`config.mk`:
```
export PLATFORM = sky130hd
export DESIGN_NAME = iicmb_wb_sequencer
export DESIGN_NICKNAME = d
export VERILOG_FILES = /design/src/rtl/iicmb_wb_sequencer.sv
export SDC_FILE = /design/constraint.sdc
export NUM_CORES = 1
export LEC_CHECK = 0
export ABC_AREA = 1
export CAP_MARGIN = 5
export CORE_UTILIZATION = 25
export CTS_CLUSTER_DIAMETER = 30
export CTS_CLUSTER_SIZE = 30
export DETAILED_ROUTE_END_ITERATION = 8
export GPL_ROUTABILITY_DRIVEN = 0
export PLACE_DENSITY_LB_ADDON = 0.3
export SKIP_LAST_GASP = 1
export SYNTH_ARGS = -nofsm -noshare
export SYNTH_HDL_FRONTEND = slang
export SYNTH_SLANG_ARGS = --single-unit
```
`constraint.sdc`:
```
create_clock -name clk_i -period 1.9 [get_ports clk_i]
set_clock_uncertainty 0.2 [all_clocks]
set_input_delay 0.38 -clock clk_i [delete_from_list [all_inputs] [get_ports clk_i]]
set_output_delay 0.38 -clock clk_i [all_outputs]
set_load 0.02 [all_outputs]
```
`src/rtl/iicmb_wb_sequencer.sv`:
```
// Wishbone master sequencer for the IICMB I2C controller: brings the core up,
// then turns byte-stream read/write requests into IICMB register/command traffic.
module iicmb_wb_sequencer #(
   parameter int unsigned BUS_ID        = 0,
   parameter int unsigned WB_ADDR_WIDTH = 2,
   parameter int unsigned WB_DATA_WIDTH = 8
) (
   input  logic                     clk_i,
   input  logic                     rst_n_i,
   input  logic                     req_valid_i,
   output logic                     req_ready_o,
   input  logic                     req_rw_i,
   input  logic [6:0]               req_addr_i,
   input  logic [5:0]               req_len_i,
   input  logic                     wr_valid_i,
   output logic                     wr_ready_o,
   input  logic [7:0]               wr_data_i,
   output logic                     rd_valid_o,
   output logic [7:0]               rd_data_o,
   output logic                     done_o,
   output logic [1:0]               err_o,
   output logic                     cyc_o,
   output logic                     stb_o,
   output logic                     we_o,
   output logic [WB_ADDR_WIDTH-1:0] adr_o,
   output logic [WB_DATA_WIDTH-1:0] dat_o,
   input  logic [WB_DATA_WIDTH-1:0] dat_i,
   input  logic                     ack_i,
   input  logic                     irq_i
);

   localparam logic [WB_ADDR_WIDTH-1:0] ADR_CSR  = WB_ADDR_WIDTH'(0);
   localparam logic [WB_ADDR_WIDTH-1:0] ADR_DPR  = WB_ADDR_WIDTH'(1);
   localparam logic [WB_ADDR_WIDTH-1:0] ADR_CMDR = WB_ADDR_WIDTH'(2);

   localparam logic [7:0] CMD_WRITE    = 8'h01;
   localparam logic [7:0] CMD_READ_ACK = 8'h02;
   localparam logic [7:0] CMD_READ_NAK = 8'h03;
   localparam logic [7:0] CMD_START    = 8'h04;
   localparam logic [7:0] CMD_STOP     = 8'h05;
   localparam logic [7:0] CMD_SET_BUS  = 8'h06;

   localparam logic [1:0] ERR_OK   = 2'b00;
   localparam logic [1:0] ERR_NAK  = 2'b01;
   localparam logic [1:0] ERR_AL   = 2'b10;
   localparam logic [1:0] ERR_FAIL = 2'b11;

   typedef enum logic [3:0] {
      S_EN, S_SB_DPR, S_SB_CMD, S_IDLE, S_START, S_ADDR_DPR, S_ADDR_CMD,
      S_WR_WAIT, S_WR_DPR, S_WR_CMD, S_RD_CMD, S_RD_DPR, S_RD_OUT,
      S_STOP, S_DONE, S_ERR_HALT
   } state_e;

   // Command step: write CMDR, wait for irq, read CMDR back for status.
   typedef enum logic [1:0] {PH_WR, PH_IRQ, PH_RD} phase_e;

   state_e                     state_q, state_d;
   phase_e                     ph_q, ph_d;
   logic                       cyc_q, cyc_d;
   logic                       we_q, we_d;
   logic [WB_ADDR_WIDTH-1:0]   adr_q, adr_d;
   logic [WB_DATA_WIDTH-1:0]   dat_q, dat_d;
   logic                       rw_q, rw_d;
   logic [6:0]                 addr_q, addr_d;
   logic [5:0]                 cnt_q, cnt_d;
   logic [7:0]                 wbyte_q, wbyte_d;
   logic [7:0]                 rd_data_q, rd_data_d;
   logic [1:0]                 err_q, err_d;

   logic       acc_done, cmd_state, cmd_fin;
   logic       st_nak, st_al, st_err, fatal;
   logic [1:0] fatal_code;
   logic [5:0] cnt_dec;
   logic [7:0] cmd_code;

   assign acc_done   = cyc_q & ack_i;
   assign cmd_state  = state_q inside {S_SB_CMD, S_START, S_ADDR_CMD, S_WR_CMD, S_RD_CMD, S_STOP};
   assign cmd_fin    = cmd_state && (ph_q == PH_RD) && acc_done;
   assign st_nak     = dat_i[6];
   assign st_al      = dat_i[5];
   assign st_err     = dat_i[4];
   assign fatal      = st_al | st_err;
   assign fatal_code = st_err ? ERR_FAIL : ERR_AL;
   assign cnt_dec    = (cnt_q != 6'd0) ? cnt_q - 6'd1 : 6'd0;

   // NOTE: state registers use non-blocking assignments so every flop samples
   // pre-edge values regardless of process ordering.
   always_ff @(posedge clk_i or negedge rst_n_i) begin
      if (!rst_n_i) begin
         state_q   <= S_EN;
         ph_q      <= PH_WR;
         cyc_q     <= 1'b0;
         we_q      <= 1'b0;
         adr_q     <= '0;
         dat_q     <= '0;
         rw_q      <= 1'b0;
         addr_q    <= '0;
         cnt_q     <= '0;
         wbyte_q   <= '0;
         rd_data_q <= '0;
         err_q     <= ERR_OK;
      end else begin
         state_q   <= state_d;
         ph_q      <= ph_d;
         cyc_q     <= cyc_d;
         we_q      <= we_d;
         adr_q     <= adr_d;
         dat_q     <= dat_d;
         rw_q      <= rw_d;
         addr_q    <= addr_d;
         cnt_q     <= cnt_d;
         wbyte_q   <= wbyte_d;
         rd_data_q <= rd_data_d;
         err_q     <= err_d;
      end
   end

   // NOTE: every _d signal gets a default before the case so no latch is inferred.
   always_comb begin
      state_d   = state_q;
      ph_d      = ph_q;
      rw_d      = rw_q;
      addr_d    = addr_q;
      cnt_d     = cnt_q;
      wbyte_d   = wbyte_q;
      rd_data_d = rd_data_q;
      err_d     = err_q;

      if (cmd_state) begin
         if (ph_q == PH_WR && acc_done) ph_d = PH_IRQ;
         else if (ph_q == PH_IRQ && irq_i) ph_d = PH_RD;
      end

      case (state_q)
         S_EN:     if (acc_done) state_d = S_SB_DPR;
         S_SB_DPR: if (acc_done) state_d = S_SB_CMD;
         S_SB_CMD: if (cmd_fin) begin
            if (fatal) begin
               state_d = S_ERR_HALT;
               err_d   = ERR_FAIL;
            end else begin
               state_d = S_IDLE;
            end
         end
         S_IDLE: if (req_valid_i) begin
            rw_d   = req_rw_i;
            addr_d = req_addr_i;
            cnt_d  = req_len_i;
            if (req_len_i == 6'd0 || req_len_i > 6'd32) begin
               err_d   = ERR_FAIL;
               state_d = S_DONE;
            end else begin
               err_d   = ERR_OK;
               state_d = S_START;
            end
         end
         S_START: if (cmd_fin) begin
            if (fatal) begin
               err_d   = fatal_code;
               state_d = S_DONE;
            end else begin
               state_d = S_ADDR_DPR;
            end
         end
         S_ADDR_DPR: if (acc_done) state_d = S_ADDR_CMD;
         S_ADDR_CMD: if (cmd_fin) begin
            if (fatal) begin
               err_d   = fatal_code;
               state_d = S_DONE;
            end else if (st_nak) begin
               err_d   = ERR_NAK;
               state_d = S_STOP;
            end else begin
               state_d = rw_q ? S_RD_CMD : S_WR_WAIT;
            end
         end
         S_WR_WAIT: if (wr_valid_i) begin
            wbyte_d = wr_data_i;
            state_d = S_WR_DPR;
         end
         S_WR_DPR: if (acc_done) state_d = S_WR_CMD;
         S_WR_CMD: if (cmd_fin) begin
            if (fatal) begin
               err_d   = fatal_code;
               state_d = S_DONE;
            end else if (st_nak) begin
               err_d   = ERR_NAK;
               state_d = S_STOP;
            end else begin
               cnt_d   = cnt_dec;
               state_d = (cnt_q <= 6'd1) ? S_STOP : S_WR_WAIT;
            end
         end
         S_RD_CMD: if (cmd_fin) begin
            if (fatal) begin
               err_d   = fatal_code;
               state_d = S_DONE;
            end else begin
               state_d = S_RD_DPR;
            end
         end
         S_RD_DPR: if (acc_done) begin
            rd_data_d = dat_i[7:0];
            state_d   = S_RD_OUT;
         end
         S_RD_OUT: begin
            cnt_d   = cnt_dec;
            state_d = (cnt_q <= 6'd1) ? S_STOP : S_RD_CMD;
         end
         S_STOP: if (cmd_fin) begin
            if (fatal) err_d = fatal_code;
            state_d = S_DONE;
         end
         S_DONE:     state_d = S_IDLE;
         S_ERR_HALT: state_d = S_ERR_HALT;
         default:    state_d = S_EN;
      endcase

      if (state_d != state_q) ph_d = PH_WR;
   end

   // Bus requests are registered; a new access can only start once cyc has
   // dropped, which yields the mandatory idle cycle between accesses.
   always_comb begin
      cmd_code = 8'h00;
      case (state_q)
         S_SB_CMD:             cmd_code = CMD_SET_BUS;
         S_START:              cmd_code = CMD_START;
         S_ADDR_CMD, S_WR_CMD: cmd_code = CMD_WRITE;
         S_RD_CMD:             cmd_code = (cnt_q == 6'd1) ? CMD_READ_NAK : CMD_READ_ACK;
         S_STOP:               cmd_code = CMD_STOP;
         default:              cmd_code = 8'h00;
      endcase

      cyc_d = cyc_q;
      we_d  = we_q;
      adr_d = adr_q;
      dat_d = dat_q;

      if (acc_done) begin
         cyc_d = 1'b0;
         we_d  = 1'b0;
      end else if (!cyc_q) begin
         case (state_q)
            S_EN: begin
               cyc_d = 1'b1; we_d = 1'b1; adr_d = ADR_CSR; dat_d = WB_DATA_WIDTH'(8'hC0);
            end
            S_SB_DPR: begin
               cyc_d = 1'b1; we_d = 1'b1; adr_d = ADR_DPR; dat_d = WB_DATA_WIDTH'(BUS_ID);
            end
            S_ADDR_DPR: begin
               cyc_d = 1'b1; we_d = 1'b1; adr_d = ADR_DPR; dat_d = WB_DATA_WIDTH'({addr_q, rw_q});
            end
            S_WR_DPR: begin
               cyc_d = 1'b1; we_d = 1'b1; adr_d = ADR_DPR; dat_d = WB_DATA_WIDTH'(wbyte_q);
            end
            S_RD_DPR: begin
               cyc_d = 1'b1; we_d = 1'b0; adr_d = ADR_DPR; dat_d = '0;
            end
            default: if (cmd_state) begin
               // irq is only looked at after the CMDR write has been acknowledged.
               if (ph_q == PH_WR) begin
                  cyc_d = 1'b1; we_d = 1'b1; adr_d = ADR_CMDR; dat_d = WB_DATA_WIDTH'(cmd_code);
               end else if (ph_q == PH_IRQ && irq_i) begin
                  cyc_d = 1'b1; we_d = 1'b0; adr_d = ADR_CMDR; dat_d = '0;
               end
            end
         endcase
      end
   end

   assign cyc_o       = cyc_q;
   assign stb_o       = cyc_q;
   assign we_o        = we_q;
   assign adr_o       = adr_q;
   assign dat_o       = dat_q;
   assign req_ready_o = (state_q == S_IDLE);
   assign wr_ready_o  = (state_q == S_WR_WAIT);
   assign rd_valid_o  = (state_q == S_RD_OUT);
   assign rd_data_o   = rd_data_q;
   assign done_o      = (state_q == S_DONE);
   assign err_o       = err_q;

endmodule
```
==> reports/summary.json, run 1 <==
{
  "status": "complete, but fails checks",
  "violations": "design-rule violations, negative setup slack",
  "grt_setup_unrepaired": "true",
  "wl_per_cell_um": 13.5,
  "grt_pass1_vias": 3085,
  "timing.final.crit_period_ns": 2.07,
  "critical_path_end_type": "register",
  "rows": 39,
  "maxCapViolCount": 0,
  "fp.dieH_um": 111,
  "ys_types": 37,
  "crit_path_max_fanout": 6,
  "rr_startpoint": "state_q[1]$_DFF_PN0_",
  "grt_overflow": 0,
  "worst_hold_slack_ns": 0.276,
  "cts_buffer_depth": 2,
  "required_ns": 1.89,
  "setup-violations-final": 25,
  "detailedRoute.firstIterationViolations": 189,
  "port_buffers": 62,
  "num_antenna_cells": 0,
  "placeableCoreArea_um2": 11500,
  "slew_headroom": 0.777,
  "initial_utilization": 0.260,
  "power.total_w": 0.00219,
  "grt_antenna_before_repair": 0,
  "post_route_setup_slack_ns": -0.172,
  "timing.setup.critical_path_class": "reg2reg",
  "synthFlopType": "dfrtp_1",
  "ir_worst_vdd_mv": 0.315,
  "grtUsageTotal": 0.151,
  "synth-seq-area-share": 0.419,
  "drc": 4,
  "r2r_cells": 11,
  "nNetsFinal": 581,
  "power.static_leakage_nw": 2.29,
  "cts_made_buffers": 5,
  "fraction_of_registers_with_async_set_or_reset_after_synthesis": 1.00,
  "worstHoldStart": "addr_q[6]$_DFFE_PN0P_",
  "cts.clk_slew.worst_paths_ns": 0.08,
  "layout-drive-gt1-share": 0.357,
  "worstMarginPinSlew_ns": 0.333,
  "timing.reg2reg.setup_slack_ns": -0.17,
  "endpoint_of_the_worst_register_to_register_path": "we_o$_DFFE_PN0P_",
  "post_synth_instance_area_um2": 2990,
  "drtPass1Iterations": 6,
  "most-common-layout-cells": "nand2_1 (81), buf_4 (77), clkdlybuf4s50_1 (54)",
  "num_vias": 3117,
  "clock.fmax_mhz": 483,
  "cts_htree_levels": 2,
  "ios": 63,
  "worst_ep_arrival_time_ns": 2.06,
  "synthesis.nets": 427,
  "ctsRootBufferMaster": "clkbuf_16",
  "power_density_nw_per_um2": 447,
  "finalHoldViolCount": 0,
  "worst_skew_pair.late_latency_ns": 0.30,
  "cp-startpoint": "state_q[1]$_DFF_PN0_",
  "synth_warnings": 0,
  "drt-total-wl_um": 9250,
  "viasPerCell": 4.54,
  "post-dp-hpwl_um": 6980,
  "ys_seq_elements": 50,
  "number_of_flops_mapped_to_enable_cells_by_yosys": 0,
  "layout_commonest_cell": "nand2_1",
  "die-width_um": 111,
  "postSynthAreaPerCell_um2": 7.70,
  "tritoncts": "done",
  "final_min_period_over_clock_period": 1.09,
  "design.die.area_um2": 12400,
  "finalMaxSlewViolations": 0,
  "grt_start_max_net_pins": 51,
  "critical_path.startpoint_type": "register",
  "post_synth_inst_count": 388,
  "pre_cts_slack_ns": -0.417,
  "num-fill-cells": 1173,
  "grt_pass1_wl_um": 15000,
  "antenna_violating_nets_left": 0,
  "timing.critical_path.to": "we_o$_DFFE_PN0P_",
  "hold_path_class": "reg2reg",
  "cts_num_sinks": 50,
  "syn_to_final_growth_pct": 63.6
}
## worst max-delay path, cell delays in order, from the launching register on
cell and delay (ns):
dfrtp_2 0.45, buf_6 0.14, nand2_8 0.06, nor2_4 0.14
nor2_4 0.06, nand2_4 0.09, nand4_1 0.17, a31oi_4 0.31
buf_4 0.16, nand2_1 0.04, o211ai_1 0.07, inv_1 0.05
## where the power goes
group	switching [W]	internal, W
Combinational	0.0000649	0.0000954
Clock	0.000444	0.000501
Sequential	0.00000522	0.00108
Total	0.000514	0.00167
## metal layers
layer	global-route usage	share of wire	vias up
met5	0	0	-
met4	0.0396	0.011	0
met3	0.0299	0.057	7
met2	0.254	0.48	73
met1	0.199	0.45	1467
li1	-	-	1570
## sequential cells by signal, indices dropped and copies added (netlist names)
| signal | cells |
|---|---|
| dat_o | 8 |
| cyc_o | 1 |
| adr_o | 2 |
| state_q | 4 |
| addr_q | 7 |
| wbyte_q | 8 |
| rw_q | 1 |
| cnt_q | 6 |
| err_o | 2 |
| rd_data_o | 8 |
| we_o | 1 |
| ph_q | 2 |
## cell families (layout without fill, tap and decap cells)
family | Yosys count | after routing | share of synthesized area
adders and majority gates | 3 | 3 | 0.0126
DFF | 50 | 50 | 0.419
and+or+nand+nor | 190 | 190 | 0.294
xor gates and xnor gates | 4 | 4 | 0.0117
buffers and inverters | 62 | 217 | 0.0858
muxes | 11 | 11 | 0.0414
AOI/OAI and AO/OA | 68 | 68 | 0.136
## synth_stat cells (3+ instances only)
cell | count | area (um2)
nand2_1 | 96 | 360
dfrtp_1 | 50 | 1250
inv_1 | 45 | 169
nor2_1 | 41 | 154
o21ai_0 | 30 | 150
nand3_1 | 23 | 115
mux2_2 | 11 | 124
a21oi_1 | 9 | 45.0
inv_2 | 9 | 33.8
nand2_2 | 8 | 50.1
o21ai_1 | 7 | 35.0
nor2_4 | 5 | 56.3
nor3_1 | 5 | 25.0
o22ai_1 | 5 | 31.3
nor2_2 | 4 | 25.0
a221oi_1 | 3 | 26.3
a31oi_1 | 3 | 18.8
clkbuf_1 | 3 | 11.3
ha_1 | 3 | 37.5
o211ai_1 | 3 | 22.5
xor2_1 | 3 | 26.3
## final cells by class
type / instances / area [um2] / share of cell area
clock buffers: 5 / 125 / 0.0256
clock inverters: 3 / 26.3 / 0.00537
inverters: 54 / 215 / 0.0440
multi-input cells: 276 / 1690 / 0.345
flip-flops and latches: 50 / 1260 / 0.257
well taps: 143 / 179 / 0.0366
repair buffers: 154 / 1390 / 0.284
repair inverters: 1 / 11.3 / 0.00230
## through the flow
stage / setup TNS, ns / util / instances / cell area [um2]
2_1_floorplan: -0.0176 / - / 388 / 3030
3_3_place_gp: -6.76 / 0.381 / 664 / 4390
3_5_place_dp: -7.43 / 0.381 / 664 / 4390
4_1_cts: -1.63 / 0.403 / 676 / 4640
5_1_grt: -5.16 / 0.425 / 686 / 4890
6_report: -2.30 / 0.425 / 686 / 4890
## worst min-delay path by stage
stage          slack, ns  depth (start not counted)                       end
6_report            0.28                          2     addr_q[6]$_DFFE_PN0P_
5_1_grt             0.31                          2      dat_o[3]$_DFFE_PN0P_
4_1_cts             0.28                          2     addr_q[6]$_DFFE_PN0P_
3_5_place_dp        0.20                          2  rd_data_o[2]$_DFFE_PN0P_
3_3_place_gp        0.19                          2  rd_data_o[0]$_DFFE_PN0P_
2_1_floorplan      -0.12                          0     addr_q[0]$_DFFE_PN0P_
## what timing repair did
| action | in CTS | in global routing |
|---|---|---|
| pin swaps | 5 | 5 |
| hold buffers | 1 | 0 |
| gates cloned | 1 | 1 |
| endpoints found under the setup margin | 33 | 44 |
| resized for setup | 36 | 65 |
| hold endpoints to repair | 50 | 0 |
| setup buffers | 2 | 9 |
(Power assumes the default switching activity.)
==> run 2: changes to the inputs <==
--- a/config.mk
+++ b/config.mk
@@ -7,6 +7,8 @@
 export LEC_CHECK = 0
 export ABC_AREA = 1
 export CAP_MARGIN = 5
+export CELL_PAD_IN_SITES_DETAIL_PLACEMENT = 2
+export CELL_PAD_IN_SITES_GLOBAL_PLACEMENT = 2
 export CORE_UTILIZATION = 25
 export CTS_CLUSTER_DIAMETER = 30
 export CTS_CLUSTER_SIZE = 30
==> run 2 against run 1 <==
Net effect:
- the flow still finishes with violations (design-rule violations, negative setup slack)
- sequential share of layout area down 1.0 points
- final area up 4.1%
- routed wire length grew 72%
- via count rose by 13%
- critical path depth is 1 higher
- count of clock-buffer cells in the layout stayed put
- register-to-register slack worse by 0.26 ns
- setup slack got worse by 0.26 ns
- core utilization up 1.7 points
- die area unchanged
- worst hold slack improved by 0.023 ns
- largest power group unchanged
==> reports/summary.json, run 2 (same netlist as run 1, synthesis figures left out) <==
{
  "grt_setup_unrepaired": "true",
  "layout_commonest_cell": "buf_4",
  "nNetsFinal": {"value": 599, "change": "+3.1%"},
  "syn_to_final_growth_pct": 70.3,
  "power.total": {"value": 0.00226, "unit": "W", "change": "+3.5%"},
  "sequential_cell_area": {"value": 1260, "unit": "um2", "change": "unchanged"},
  "num_vias": {"value": 3510, "change": "+13%"},
  "cts.clk_slew.worst_paths": {"value": 0.08, "unit": "ns", "change": "about the same"},
  "timing.reg2reg.setup_slack": {"value": -0.43, "unit": "ns", "change": "-0.26 ns"},
  "power.static_leakage": {"value": 2.44, "unit": "nW", "change": "+6.5%"},
  "detailedRoute.firstIterationViolations": {"value": 134, "change": "-29%"},
  "status": "complete, but fails checks",
  "tritoncts": "done",
  "hold_path_class": "reg2reg",
  "slew_headroom": {"value": 0.751, "change": "-0.0257"},
  "num_antenna_cells": {"value": 0, "change": "unchanged"},
  "antenna_violating_nets_left": {"value": 0, "change": "unchanged"},
  "cts_htree_levels": {"value": 2, "change": "unchanged"},
  "violations": "design-rule violations, negative setup slack",
  "placedInstanceArea": {"value": 4490, "unit": "um2", "change": "+2.4%"},
  "grt_overflow": {"value": 0, "change": "unchanged"},
  "grt_pass1_wl": {"value": 22200, "unit": "um", "change": "+48%"},
  "final_min_period_over_clock_period": {"value": 1.23, "change": "+0.136"},
  "ctsRootBufferMaster": "clkbuf_16",
  "power.share.combinational": {"value": 0.077, "change": "+0.004"},
  "grtUsageTotal": {"value": 0.236, "change": "+0.0846"},
  "power_density": {"value": 445, "unit": "nW/um2", "change": "-0.54%"},
  "psw": {"value": 0.000583, "unit": "W", "change": "+13%"},
  "swShare": {"value": 0.258, "change": "+0.0223"},
  "crit_path_max_fanout": {"value": 8, "change": "+2"},
  "share_seq_of_total_power": {"value": 0.479, "change": "-0.015"},
  "worst_skew_pair.late_latency": {"value": 0.31, "unit": "ns", "change": "about the same"},
  "power.share.clock": {"value": 0.444, "change": "+0.012"},
  "holdPathStages": {"value": 2, "change": "unchanged"},
  "initial_utilization": {"value": 0.260, "change": "unchanged"},
  "worst_ep_arrival_time": {"value": 2.36, "unit": "ns", "change": "+0.30 ns"},
  "wl_per_cell": {"value": 22.6, "unit": "um", "change": "+67%"},
  "finalHoldViolCount": {"value": 0, "change": "unchanged"},
  "drtPass1Iterations": {"value": 6, "change": "unchanged"},
  "viasPerCell": {"value": 4.99, "change": "+9.7%"},
  "endpoint_of_the_worst_register_to_register_path": "ph_q[1]$_DFFE_PN0P_",
  "rr_startpoint": "state_q[0]$_DFF_PN0_",
  "placeableCoreArea": {"value": 11500, "unit": "um2", "change": "unchanged"},
  "required": {"value": 1.93, "unit": "ns", "change": "+0.04 ns"},
  "grt_antenna_before_repair": {"value": 0, "change": "unchanged"},
  "cts_made_buffers": {"value": 5, "change": "unchanged"},
  "fp.dieH": {"value": 111, "unit": "um", "change": "unchanged"},
  "clock.fmax": {"value": 429, "unit": "MHz", "change": "-11%"},
  "die-width": {"value": 111, "unit": "um", "change": "unchanged"},
  "layout-drive-gt1-share": {"value": 0.396, "change": "+0.0384"},
  "multi_input_comb_area": {"value": 1750, "unit": "um2", "change": "+3.7%"},
  "setup-violations-final": {"value": 46, "change": "+84%"},
  "worst_hold_path.endpoint": "dat_o[3]$_DFFE_PN0P_",
  "drt-total-wl": {"value": 15900, "unit": "um", "change": "+72%"},
  "grt_pass1_vias": {"value": 3979, "change": "+29%"},
  "worstMarginPinSlew": {"value": 0.373, "unit": "ns", "change": "+0.0401 ns"},
  "intPower": {"value": 0.00168, "unit": "W", "change": "+0.48%"},
  "maxCapViolCount": {"value": 0, "change": "unchanged"},
  "timing.setup.critical_path_class": "reg2reg",
  "design.die.area": {"value": 12400, "unit": "um2", "change": "unchanged"},
  "num-fill-cells": {"value": 1257, "change": "+7.2%"},
  "r2r_cells": {"value": 12, "change": "+1"},
  "post-dp-hpwl": {"value": 9210, "unit": "um", "change": "+32%"},
  "timing.final.crit_period": {"value": 2.33, "unit": "ns", "change": "+0.259 ns"},
  "critical_path.startpoint_type": "register",
  "finalInstanceArea": {"value": 5090, "unit": "um2", "change": "+4.1%"},
  "worst_hold_slack": {"value": 0.299, "unit": "ns", "change": "+0.0235 ns"},
  "most-common-layout-cells": "buf_4 (98), nand2_1 (78), clkdlybuf4s50_1 (50)",
  "cts_num_sinks": {"value": 50, "change": "unchanged"},
  "ios": {"value": 63, "change": "unchanged"},
  "rows": {"value": 39, "change": "unchanged"},
  "cp-startpoint": "state_q[0]$_DFF_PN0_",
  "post_route_setup_slack": {"value": -0.431, "unit": "ns", "change": "-0.259 ns"},
  "drc": {"value": 4, "change": "unchanged"},
  "ir_worst_vdd": {"value": 0.315, "unit": "mV", "change": "+0.15%"},
  "finalMaxSlewViolations": {"value": 0, "change": "unchanged"},
  "worstHoldStart": "dat_o[3]$_DFFE_PN0P_",
  "cts_buffer_depth": {"value": 2, "change": "unchanged"},
  "port_buffers": {"value": 62, "change": "unchanged"},
  "critical_path_end_type": "register",
  "grt_start_max_net_pins": {"value": 51, "change": "unchanged"}
}
==> run 2: cell count changes in the layout (fill, tap and decap cells not counted), sizes merged <==
cell,previous run,this run
buf,96,114
dlygate4sd2,2,3
clkdlybuf4s50,54,50
clkinv,2,1
dlymetal6s2s,1,4
clkdlybuf4s15,0,1
==> run 2: through the flow <==
step	instances	worst slack, ns	utilization	setup TNS, ns
after floorplan	388	-0.00587	-	-0.0176
after global placement	678	-0.342	0.390	-7.29
after detailed placement	678	-0.452	0.390	-9.86
after CTS	697	-0.241	0.427	-4.37
after global routing	704	-0.481	0.442	-10.53
final	704	-0.431	0.442	-7.95
==> run 2: routing by layer <==
metal | wire [um] | GRT usage | vias to the layer above
met5 | 0 | 0 | -
li1 | - | - | 1603
met2 | 8520 | 0.436 | 82
met4 | 587 | 0.113 | 0
met1 | 6310 | 0.265 | 1794
met3 | 479 | 0.0354 | 31
==> run 2: how the worst max path moves through the flow <==
stage | slack, ns | endpoint | depth (start not counted)
2_1_floorplan | -0.006 | dat_o[3]$_DFFE_PN0P_ | 12
3_3_place_gp | -0.34 | ph_q[0]$_DFFE_PN0P_ | 13
3_5_place_dp | -0.45 | ph_q[1]$_DFFE_PN0P_ | 13
4_1_cts | -0.24 | we_o$_DFFE_PN0P_ | 11
5_1_grt | -0.48 | ph_q[1]$_DFFE_PN0P_ | 12
6_report | -0.43 | ph_q[1]$_DFFE_PN0P_ | 12
==> run 2: power groups by stage <==
stage                     Sequential [W]  Combinational (W)  Clock, W
after floorplan                  0.00110          0.0000278         0
after global placement           0.00110           0.000162         0
after detailed placement         0.00110           0.000167         0
after CTS                        0.00108           0.000170   0.00101
after global routing             0.00108           0.000189   0.00105
final                            0.00108           0.000175   0.00101
==> run 2: what timing repair did <==
action                     in CTS  in global routing
hold endpoints to repair       50                  0
setup buffers                   9                  7
pin swaps                      15                  9
hold buffers                    1                  0
gates cloned                    1                  0
resized for setup              75                 38
setup endpoints to repair      52                 52
==> run 2: layout make-up <==
cell class / instances / share of cell area
Multi-Input combinational cell: 276 / 0.344
Timing Repair Buffer: 173 / 0.302
Sequential cell: 50 / 0.247
Inverter: 54 / 0.0418
Tap cell: 143 / 0.0352
Clock buffer: 5 / 0.0246
Clock inverter: 3 / 0.00565
==> run 2: worst max-delay path, stage by stage, from the launching register on <==
cell     delay, ns
dfrtp_2       0.51
inv_2         0.14
nand2_4       0.09
nor2_4        0.16
nor2_4        0.07
nand2_4       0.11
buf_12        0.15
nand4_1       0.14
a21oi_2       0.24
nand3_1       0.13
nand2_1       0.10
nand3_2       0.09
nor3_2        0.12
